<file path="src/rtl/conv_pkg.sv">
// Shared state encoding and geometry helpers for the convolution layer sequencer.
package conv_pkg;

    typedef enum logic [2:0] {
        StIdle,
        StLoad,
        StMac,
        StDrain,
        StEmit,
        StDone
    } state_e;

    // Never returns less than 1, so every derived vector has at least one bit.
    function automatic int unsigned clog2(input int unsigned n);
        int unsigned w;
        w = 1;
        while ((32'd1 << w) < n) begin
            w = w + 1;
        end
        return w;
    endfunction

    function automatic int unsigned out_size(input int unsigned image, input int unsigned kernel);
        return image - kernel + 1;
    endfunction

    function automatic int unsigned strip_count(input int unsigned outs, input int unsigned lanes);
        return (outs + lanes - 1) / lanes;
    endfunction

    function automatic int unsigned win_size(input int unsigned lanes, input int unsigned kernel);
        return lanes + kernel - 1;
    endfunction

endpackage

</file>
<file path="src/rtl/conv_seq_counter.sv">
// Wrap-around loop counter with synchronous clear and a terminal-count flag.
module conv_seq_counter #(
    parameter int unsigned Modulus = 2,
    parameter int unsigned Width   = 1
) (
    input  logic             clk,
    input  logic             rst,
    input  logic             clear,
    input  logic             inc,
    output logic [Width-1:0] value,
    output logic             last
);

    logic [Width-1:0] value_q;

    assign last  = (value_q == Width'(Modulus - 1));
    assign value = value_q;

    always_ff @(posedge clk) begin
        if (rst || clear) begin
            value_q <= '0;
        end else if (inc) begin
            value_q <= last ? '0 : value_q + Width'(1);
        end
    end

endmodule

</file>
<file path="src/rtl/conv_layer_sequencer.sv">
// Control engine for one convolution layer: row/strip/channel/kernel-row walk with strip handshake.
// Define CONV_SEQ_PERF_EN to add the perf_cycles / perf_stalls counters.
module conv_layer_sequencer
    import conv_pkg::*;
#(
    parameter int unsigned IMAGE_SIZE  = 8,
    parameter int unsigned KERNEL_SIZE = 3,
    parameter int unsigned ARRAY_SIZE  = 6,
    parameter int unsigned IN_CHANNELS = 1,
    parameter int unsigned ADDR_WIDTH  = 8,
    parameter int unsigned WADDR_WIDTH = 6,
    parameter int unsigned ACC_LATENCY = 1
) (
    input  logic                                           clk,
    input  logic                                           rst_n,
    input  logic                                           start,
    output logic                                           rom_en,
    output logic [ADDR_WIDTH-1:0]                          rom_addr,
    output logic                                           load_en,
    output logic                                           load_zero,
    output logic [clog2(ARRAY_SIZE + KERNEL_SIZE - 1)-1:0] load_idx,
    output logic [WADDR_WIDTH-1:0]                         weight_addr,
    output logic                                           mac_en,
    output logic                                           acc_clr,
    output logic                                           out_valid,
    input  logic                                           out_ready,
    output logic [ARRAY_SIZE-1:0]                          out_mask,
    output logic [clog2(IMAGE_SIZE)-1:0]                   out_row,
    output logic [clog2(IMAGE_SIZE)-1:0]                   out_col,
    output logic                                           busy,
    output logic                                           done
`ifdef CONV_SEQ_PERF_EN
    ,
    output logic [31:0]                                    perf_cycles,
    output logic [31:0]                                    perf_stalls
`endif
);

    localparam int unsigned OUT_SIZE = out_size(IMAGE_SIZE, KERNEL_SIZE);
    localparam int unsigned STRIPS   = strip_count(OUT_SIZE, ARRAY_SIZE);
    localparam int unsigned WIN      = win_size(ARRAY_SIZE, KERNEL_SIZE);
    localparam int unsigned IDX_W    = clog2(WIN);
    localparam int unsigned KC_W     = clog2(KERNEL_SIZE);
    localparam int unsigned CH_W     = clog2(IN_CHANNELS);
    localparam int unsigned STRIP_W  = clog2(STRIPS);
    localparam int unsigned ROW_W    = clog2(OUT_SIZE);
    localparam int unsigned LAT_W    = clog2(ACC_LATENCY);
    localparam int unsigned POS_W    = clog2(IMAGE_SIZE);

    if (64'(IN_CHANNELS) * IMAGE_SIZE * IMAGE_SIZE > (64'd1 << ADDR_WIDTH)) begin : g_addr_chk
        $error("pixel address space does not fit ADDR_WIDTH");
    end
    if (64'(IN_CHANNELS) * KERNEL_SIZE * KERNEL_SIZE > (64'd1 << WADDR_WIDTH)) begin : g_waddr_chk
        $error("weight address space does not fit WADDR_WIDTH");
    end
    if (ACC_LATENCY < 1) begin : g_lat_chk
        $error("ACC_LATENCY must be at least 1");
    end

    state_e state_q, state_d;

    logic               cnt_clr;
    logic               idx_inc, kc_inc, kr_inc, ch_inc, strip_inc, row_inc;
    logic               idx_last, kc_last, kr_last, ch_last, strip_last, row_last;
    logic [IDX_W-1:0]   idx;
    logic [KC_W-1:0]    kc, kr;
    logic [CH_W-1:0]    ch;
    logic [STRIP_W-1:0] strip;
    logic [ROW_W-1:0]   row;
    logic [LAT_W-1:0]   lat_q;
    logic               lat_last;
    logic [31:0]        lane_base, col;
    logic               col_in;
    logic               load_en_q, load_zero_q;
    logic [IDX_W-1:0]   load_idx_q;

    conv_seq_counter #(.Modulus(WIN), .Width(IDX_W)) u_idx (
        .clk(clk), .rst(rst_n), .clear(cnt_clr), .inc(idx_inc), .value(idx), .last(idx_last)
    );
    conv_seq_counter #(.Modulus(KERNEL_SIZE), .Width(KC_W)) u_kc (
        .clk(clk), .rst(rst_n), .clear(cnt_clr), .inc(kc_inc), .value(kc), .last(kc_last)
    );
    conv_seq_counter #(.Modulus(KERNEL_SIZE), .Width(KC_W)) u_kr (
        .clk(clk), .rst(rst_n), .clear(cnt_clr), .inc(kr_inc), .value(kr), .last(kr_last)
    );
    conv_seq_counter #(.Modulus(IN_CHANNELS), .Width(CH_W)) u_ch (
        .clk(clk), .rst(rst_n), .clear(cnt_clr), .inc(ch_inc), .value(ch), .last(ch_last)
    );
    conv_seq_counter #(.Modulus(STRIPS), .Width(STRIP_W)) u_strip (
        .clk(clk), .rst(rst_n), .clear(cnt_clr), .inc(strip_inc), .value(strip), .last(strip_last)
    );
    conv_seq_counter #(.Modulus(OUT_SIZE), .Width(ROW_W)) u_row (
        .clk(clk), .rst(rst_n), .clear(cnt_clr), .inc(row_inc), .value(row), .last(row_last)
    );

    assign lane_base = 32'(strip) * ARRAY_SIZE;
    assign col       = lane_base + 32'(idx);
    assign col_in    = col < IMAGE_SIZE;
    assign lat_last  = (lat_q == LAT_W'(ACC_LATENCY - 1));

    always_comb begin
        state_d   = state_q;
        cnt_clr   = 1'b0;
        idx_inc   = 1'b0;
        kc_inc    = 1'b0;
        kr_inc    = 1'b0;
        ch_inc    = 1'b0;
        strip_inc = 1'b0;
        row_inc   = 1'b0;
        unique case (state_q)
            StIdle: begin
                if (start) begin
                    state_d = StLoad;
                    cnt_clr = 1'b1;
                end
            end
            StLoad: begin
                idx_inc = 1'b1;
                if (idx_last) state_d = StMac;
            end
            StMac: begin
                kc_inc = 1'b1;
                if (kc_last) begin
                    kr_inc  = 1'b1;
                    ch_inc  = kr_last;
                    state_d = (kr_last && ch_last) ? StDrain : StLoad;
                end
            end
            StDrain: begin
                if (lat_last) state_d = StEmit;
            end
            StEmit: begin
                if (out_ready) begin
                    strip_inc = 1'b1;
                    row_inc   = strip_last;
                    state_d   = (strip_last && row_last) ? StDone : StLoad;
                end
            end
            StDone:  state_d = StIdle;
            default: state_d = StIdle;
        endcase
    end

    always_ff @(posedge clk) begin
        if (rst_n) begin
            state_q     <= StIdle;
            lat_q       <= '0;
            load_en_q   <= 1'b0;
            load_zero_q <= 1'b0;
            load_idx_q  <= '0;
        end else begin
            state_q     <= state_d;
            lat_q       <= (state_q == StDrain && !lat_last) ? lat_q + LAT_W'(1) : '0;
            // Array loads trail the ROM request by one cycle to match ROM read latency.
            load_en_q   <= (state_q == StLoad);
            load_zero_q <= (state_q == StLoad) && !col_in;
            load_idx_q  <= (state_q == StLoad) ? idx : '0;
        end
    end

    assign rom_en      = (state_q == StLoad) && col_in;
    assign rom_addr    = rom_en ? ADDR_WIDTH'(32'(ch) * IMAGE_SIZE * IMAGE_SIZE
                                 + (32'(row) + 32'(kr)) * IMAGE_SIZE + col) : '0;
    assign mac_en      = (state_q == StMac);
    assign weight_addr = mac_en ? WADDR_WIDTH'((32'(ch) * KERNEL_SIZE + 32'(kr)) * KERNEL_SIZE
                                 + 32'(kc)) : '0;
    assign acc_clr     = mac_en && (kc == '0) && (kr == '0) && (ch == '0);
    assign load_en     = load_en_q;
    assign load_zero   = load_zero_q;
    assign load_idx    = load_idx_q;
    assign out_valid   = (state_q == StEmit);
    assign out_row     = out_valid ? POS_W'(row) : '0;
    assign out_col     = out_valid ? POS_W'(lane_base) : '0;
    assign busy        = state_q inside {StLoad, StMac, StDrain, StEmit};
    assign done        = (state_q == StDone);

    always_comb begin
        out_mask = '0;
        for (int unsigned i = 0; i < ARRAY_SIZE; i++) begin
            out_mask[i] = out_valid && (lane_base + i < OUT_SIZE);
        end
    end

`ifdef CONV_SEQ_PERF_EN
    logic [31:0] perf_cycles_q, perf_stalls_q;

    always_ff @(posedge clk) begin
        if (rst_n || (state_q == StIdle && start)) begin
            perf_cycles_q <= '0;
            perf_stalls_q <= '0;
        end else begin
            if (busy && !(&perf_cycles_q)) perf_cycles_q <= perf_cycles_q + 32'd1;
            if (out_valid && !out_ready && !(&perf_stalls_q)) perf_stalls_q <= perf_stalls_q + 32'd1;
        end
    end

    assign perf_cycles = perf_cycles_q;
    assign perf_stalls = perf_stalls_q;
`endif

endmodule

</file>
<file path="config.mk">
export PLATFORM = sky130hd
export DESIGN_NAME = conv_layer_sequencer
export DESIGN_NICKNAME = d
export VERILOG_FILES = /design/src/rtl/conv_pkg.sv /design/src/rtl/conv_seq_counter.sv /design/src/rtl/conv_layer_sequencer.sv
export SDC_FILE = /design/constraint.sdc
export NUM_CORES = 1
export LEC_CHECK = 0
export CAP_MARGIN = 20
export CORE_MARGIN = 2
export CORE_UTILIZATION = 40
export CTS_CLUSTER_DIAMETER = 150
export DETAILED_ROUTE_END_ITERATION = 7
export GPL_ROUTABILITY_DRIVEN = 0
export PLACE_DENSITY = 0.75
export SLEW_MARGIN = 30
export SYNTH_ARGS = -nofsm -noshare
export SYNTH_HDL_FRONTEND = slang
export SYNTH_SLANG_ARGS = --single-unit
export TNS_END_PERCENT = 50
</file>
<file path="constraint.sdc">
create_clock -name clk -period 2 [get_ports clk]
set_clock_uncertainty 0.05 [all_clocks]
set_input_delay 0.3 -clock clk [delete_from_list [all_inputs] [get_ports clk]]
set_output_delay 0.3 -clock clk [all_outputs]
set_load 0.01 [all_outputs]
</file>
After elaboration in Yosys (flattened, before gate mapping):

Cells that the tools add are included.

* register bits after elaboration: 21
* input bits: 4
* output and inout port bits: 37
* word-level logic and storage cells: 110

* reduce and logical (&&, ||, !) cells: 23
* bitwise operators: 4
* $lt $le $gt $ge: 7
* eq/ne operators: 14
* $mul: 3
* add/sub/neg operators: 18
* muxes and demuxes: 30

Operator list (number)
* $mux 3: 10
* $lt 5x3->1 const B: 5
* $pmux 3 s5: 1
* $logic_and 1x1->1: 14
* $mux 1: 14
* $eq 3x3->1 const B: 4
* $add 4x2->5 const B: 2
* $add 4x3->5 const B: 2
* $add 3x2->4: 2
* $add 7x7->8: 1
* $add 8x5->8: 1
* $mux 8: 1
* $add 3x1->3 const B: 2
* $add 6x2->6: 1
* $eq 3x2->1 const B: 2
* $mul 1x2->3 const B: 2
* $mul 4x2->6 const B: 1
* $mux 2: 3
* $mux 6: 1
* $ne 2x1->1 const B: 3
* $add 4x1->5 const B: 1
* $add 4x3->5: 1
* $lt 5x4->1 const B: 1
* $reduce_and 5->1: 1
* 13 further kinds: 23

Longest topological paths before layout:

* depth in word-level cells: 5
* gate-level depth with buffers: 6
* gate-level depth less buffers: 5

Cells and area by module:

From an unflattened synthesis, not the netlist that was laid out.

* cell total of the unflattened synthesis: 170
* area total of the unflattened synthesis: 1544.0 µm²

Modules (own cells, without submodules)
* conv_layer_sequencer: sequential area each 180.2 µm², area each 1028.5 µm², cells each 118, times used 1
* conv_seq_counter (u_kc ...): sequential area each 40.0 µm², area each 95.1 µm², cells each 9, times used 2
* conv_seq_counter (u_idx): sequential area each 60.1 µm², area each 142.6 µm², cells each 12, times used 1
* conv_seq_counter (u_row): sequential area each 60.1 µm², area each 137.6 µm², cells each 14, times used 1
* conv_seq_counter (u_ch ...): sequential area each 0.0 µm², area each 22.5 µm², cells each 4, times used 2

Least setup slack after synthesis:

OpenSTA, ideal clock, no wires.

* path type: register -> output
* from: register u_kr.value_q[1] (netlist: u_kr.value[1])
* to: output weight_addr[2]
* arrival: 1753 ps
* path slack: -103 ps
* buffers on the path: 0
* required time: 1650 ps
* stages on the path, launching flop included: 5
* cell sequence: dfxtp_1 -> fa_1 -> ha_1 -> fa_1 -> and2_1

* cells in the longest elaborated chain, start to end: 4

Ends and longest elaborated chain
* start: declaration: RTL line conv_seq_counter.sv:14 `logic [Width-1:0] value_q;`
* start signal: assignment: RTL line conv_seq_counter.sv:23 `value_q <= last ? '0 : value_q + Width'(1);`
* $add 3x2->4: RTL line conv_layer_sequencer.sv:165 `assign weight_addr = mac_en ? WADDR_WIDTH'((32'(ch) * KERNEL_SIZE + 32'(kr)) * KERNEL_SIZE`
* $mul 4x2->6: RTL line conv_layer_sequencer.sv:165
* $add 6x2->6: RTL line conv_layer_sequencer.sv:166 `+ 32'(kc)) : '0;`
* $mux 6: RTL line conv_layer_sequencer.sv:165
* end: declaration: RTL line conv_layer_sequencer.sv:22 `output logic [WADDR_WIDTH-1:0] weight_addr,`

Every way passes these cells.

Worst setup path in the final report:

* from: register u_kc.value_q[1] (netlist: u_kc.value[1])
* to: output weight_addr[2]

* cells in the longest elaborated chain, start to end: 2

Ends and longest elaborated chain (RTL line)
* start: declaration: conv_seq_counter.sv:14
* start signal: assignment: conv_seq_counter.sv:23
* $add 6x2->6: conv_layer_sequencer.sv:166
* $mux 6: conv_layer_sequencer.sv:165

Every way passes these cells.

==> reports/summary.txt <==
post-synthesis mux area share - 1.72%
htree depth - 1
core box area - 2760 um^2
GRT Resource Usage Total - 15.3%
area grow syn2layout - 36.9%
vias in the first global route - 912
Via-to-Cell Ratio - 4.85
Critical Path Slowest Stage Cell - fa_1
crit end category - output pin
top cell type's share of synthesized area - 31.0%
CP Cell Sequence - fa_1 -> ha_4 -> fa_1 -> and2_1 -> buf_2
Power, Total - 666 uW
Post-DP HPWL - 1.87 mm
Fillers - 256
setup TNS - -0.736 ns
Die H - 57.9 um
Netlist cell types - 37
Routed Antenna Nets - 0
Initial Util - 42.2%
P per Cell Area - 418 nW/um^2
WHS Endpoint - u_idx.value[2]$_SDFFE_PP0P_
crit path kind - register to output pin
drt total wl - 2.43 mm
CTS tree - built
r2r setup slk - 0.39 ns
Final Hold Viols - 0
number of diodes - 0
leading cell type in the layout, fill and taps excluded - dlygate4sd2_1
class of the worst hold path - register to register
worst-skew pair later-pin latency - 0.30 ns
min cycle time layout - 2.38 ns
initial DRC count - 22
largest net degree at the start of global routing - 15
TritonCTS sink count - 18
Final Slew Violations - 0
Overflow after GRT - 0
vias - 980
CP delay by family, top - adder cells
CP Data Required Time - 1.65 ns
die width - 57.9 um
Ports - 41
IO Port Bufs - 33
number of synthesized register bits - 18
Leakage - 0.836 nW
pre-CTS WS - -0.489 ns
TritonRoute pass-1 iters - 4
maximum VDD drop - 0.309 mV
Synth area leaders - dfxtp_1 31%, ha_1 11%, buf_4 9.0%, and2_1 5.9%, fa_1 5.2%
CP max FO - 2
cts bufs inserted - 3
setup violators final - 4
critical path startpoint category - register
status - finished with violations
Clock Tree Root - clkbuf_4
Longest Clk Path Bufs - 2
Syn Inst Count - 130
DIE AREA - 3360 um^2
worst path bufs/invs - 1
register area share after synthesis - 31.0%
Hold Crit Depth - 2
mean area per synthesized cell - 8.95 um^2
final worst-path cycle share - 119%
RSZ-0062 raised after global routing - true
Post-Synth XOR/XNOR Area - 2.26%
fmax - 421 MHz
Final nets - 189
clock-pin slew on the worst setup and hold paths - 0.09 ns
Avg WL per Cell - 12.0 um
hold-fix buffers at CTS - 0
Final WS setup - -0.376 ns
Arrival @ worst endpoint - 2.03 ns
largest family of logic cells by synthesized area - simple AND/OR/NAND/NOR gates
synth warn - 0
worst hold start - u_idx.value[2]$_SDFFE_PP0P_
first-pass GRT wire length - 3.93 mm
dominant cell type by area after synthesis - dfxtp_1
DRC viols - 0
Reg2Reg Depth - 6
most used cell, CP - fa_1
Mapped Area - 1160 um^2
RR Endpoint - u_row.value[2]$_SDFFE_PP0P_
Simple-Gate Fraction of Synth Area - 27.4%
Synth Area in Adders - 15.9%
most frequent cells in the layout - 17 x dlygate4sd2_1, 15 x dfxtp_1, 12 x buf_4, 10 x and2_1, 10 x nand2_1
antenna violations before repair - 0
compound-cell area share of the yosys netlist - 9.14%
CP max stage delay - 0.52 ns
Rows - 19
fin util - 57.8%
Max Cap Violations - 0
share of cells above drive strength 1 - 24.0%
failing checks - negative setup slack
Crit Reg-Reg Startpoint - state_q[2]$_SDFFE_PP0P_
==> sequential cells by signal (all words and copies together) (netlist names) <==
register / count
u_kc.value: 2
u_row.value: 3
lat_q: 1
u_kr.value: 2
state_q: 3
load_en: 1
u_idx.value: 3
load_idx: 3
==> power by group <==
group / total (mW) / internal, mW / leakage [nW] / switching, mW
logic: 0.0714 / 0.0305 / 0.667 / 0.0409
registers: 0.367 / 0.364 / 0.147 / 0.00329
clock network: 0.227 / 0.111 / 0.0210 / 0.116
total: 0.666 / 0.506 / 0.836 / 0.160
==> layer usage <==
metal / GRT usage (%) / part of all wire, %
met1: 19.2 / 44
met4: 6.98 / 0.95
met2: 26.5 / 50
met5: 0 / 0
met3: 1.34 / 4.5
==> timing repair <==
action | in CTS | in global routing
gates cloned | 0 | 0
pin swaps | 3 | 1
gates resized for setup | 50 | 9
setup endpoints to repair | 25 | 10
setup buffers | 1 | 0
==> Yosys cell counts, drive strengths merged <==
cell type / number
dfxtp: 18
buf: 15
and2: 11
nand2: 11
ha: 10
a21oi: 9
nor2: 9
and3: 5
inv: 5
fa: 3
nand3: 3
nand3b: 3
nor3b: 3
a31o: 2
clkbuf: 2
mux2i: 2
or3: 2
or3b: 2
xnor2: 2
a211oi: 1
a21o: 1
a22oi: 1
a31oi: 1
and4b: 1
conb: 1
nand2b: 1
nor2b: 1
nor3: 1
o211ai: 1
o21a: 1
or2b: 1
xor2: 1
==> area by class of cell <==
| class | instances | area [um^2] | area share [%] |
|---|---|---|---|
| inverter | 5 | 18.8 | 1.18 |
| sequential | 18 | 364 | 22.9 |
| multi-input combinational | 97 | 729 | 45.8 |
| timing repair buffer | 47 | 405 | 25.5 |
| tap | 31 | 38.8 | 2.44 |
| clock buffer | 4 | 36.3 | 2.28 |
==> worst max-delay path by stage <==
| stage | from | end | slack (ns) | cells past startpoint |
|---|---|---|---|---|
| after CTS | u_kr.value[1]$_SDFFE_PP0P_ | weight_addr[2] | -0.37 | 5 |
| after global routing | u_kc.value[1]$_SDFFE_PP0P_ | weight_addr[2] | -0.42 | 5 |
| final | u_kc.value[1]$_SDFFE_PP0P_ | weight_addr[2] | -0.38 | 5 |
| after global placement | u_kc.value[1]$_SDFFE_PP0P_ | weight_addr[2] | -0.44 | 5 |
| after floorplan | u_kr.value[1]$_SDFFE_PP0P_ | weight_addr[2] | 0.0009 | 4 |
| after detailed placement | u_kc.value[1]$_SDFFE_PP0P_ | weight_addr[2] | -0.49 | 5 |
==> cell families after synthesis <==
| kind of cell | Yosys count |
|---|---|
| and+or+nand+nor | 54 |
| adders and majority gates | 13 |
| buffers and inverters | 22 |
| other | 1 |
| xor gates and xnor gates | 3 |
| muxes | 2 |
| DFF | 18 |
| AOI/OAI and AO/OA | 17 |
==> worst register-to-register path: cells and delay by family (launching register included) <==
family | cells | cell delay [ns]
simple gates | 3 | 0.71
buf+inv | 2 | 0.32
compound gates | 1 | 0.14
flops | 1 | 0.34
==> per-stage QoR <==
step	cells	hold WS, ns	cell area (um^2)
after floorplan	137	0.319	1190
after global placement	197	0.422	1540
after detailed placement	197	0.434	1540
after CTS	202	0.448	1570
after global routing	202	0.474	1590
final	202	0.443	1590
(Power assumes the default switching activity.)
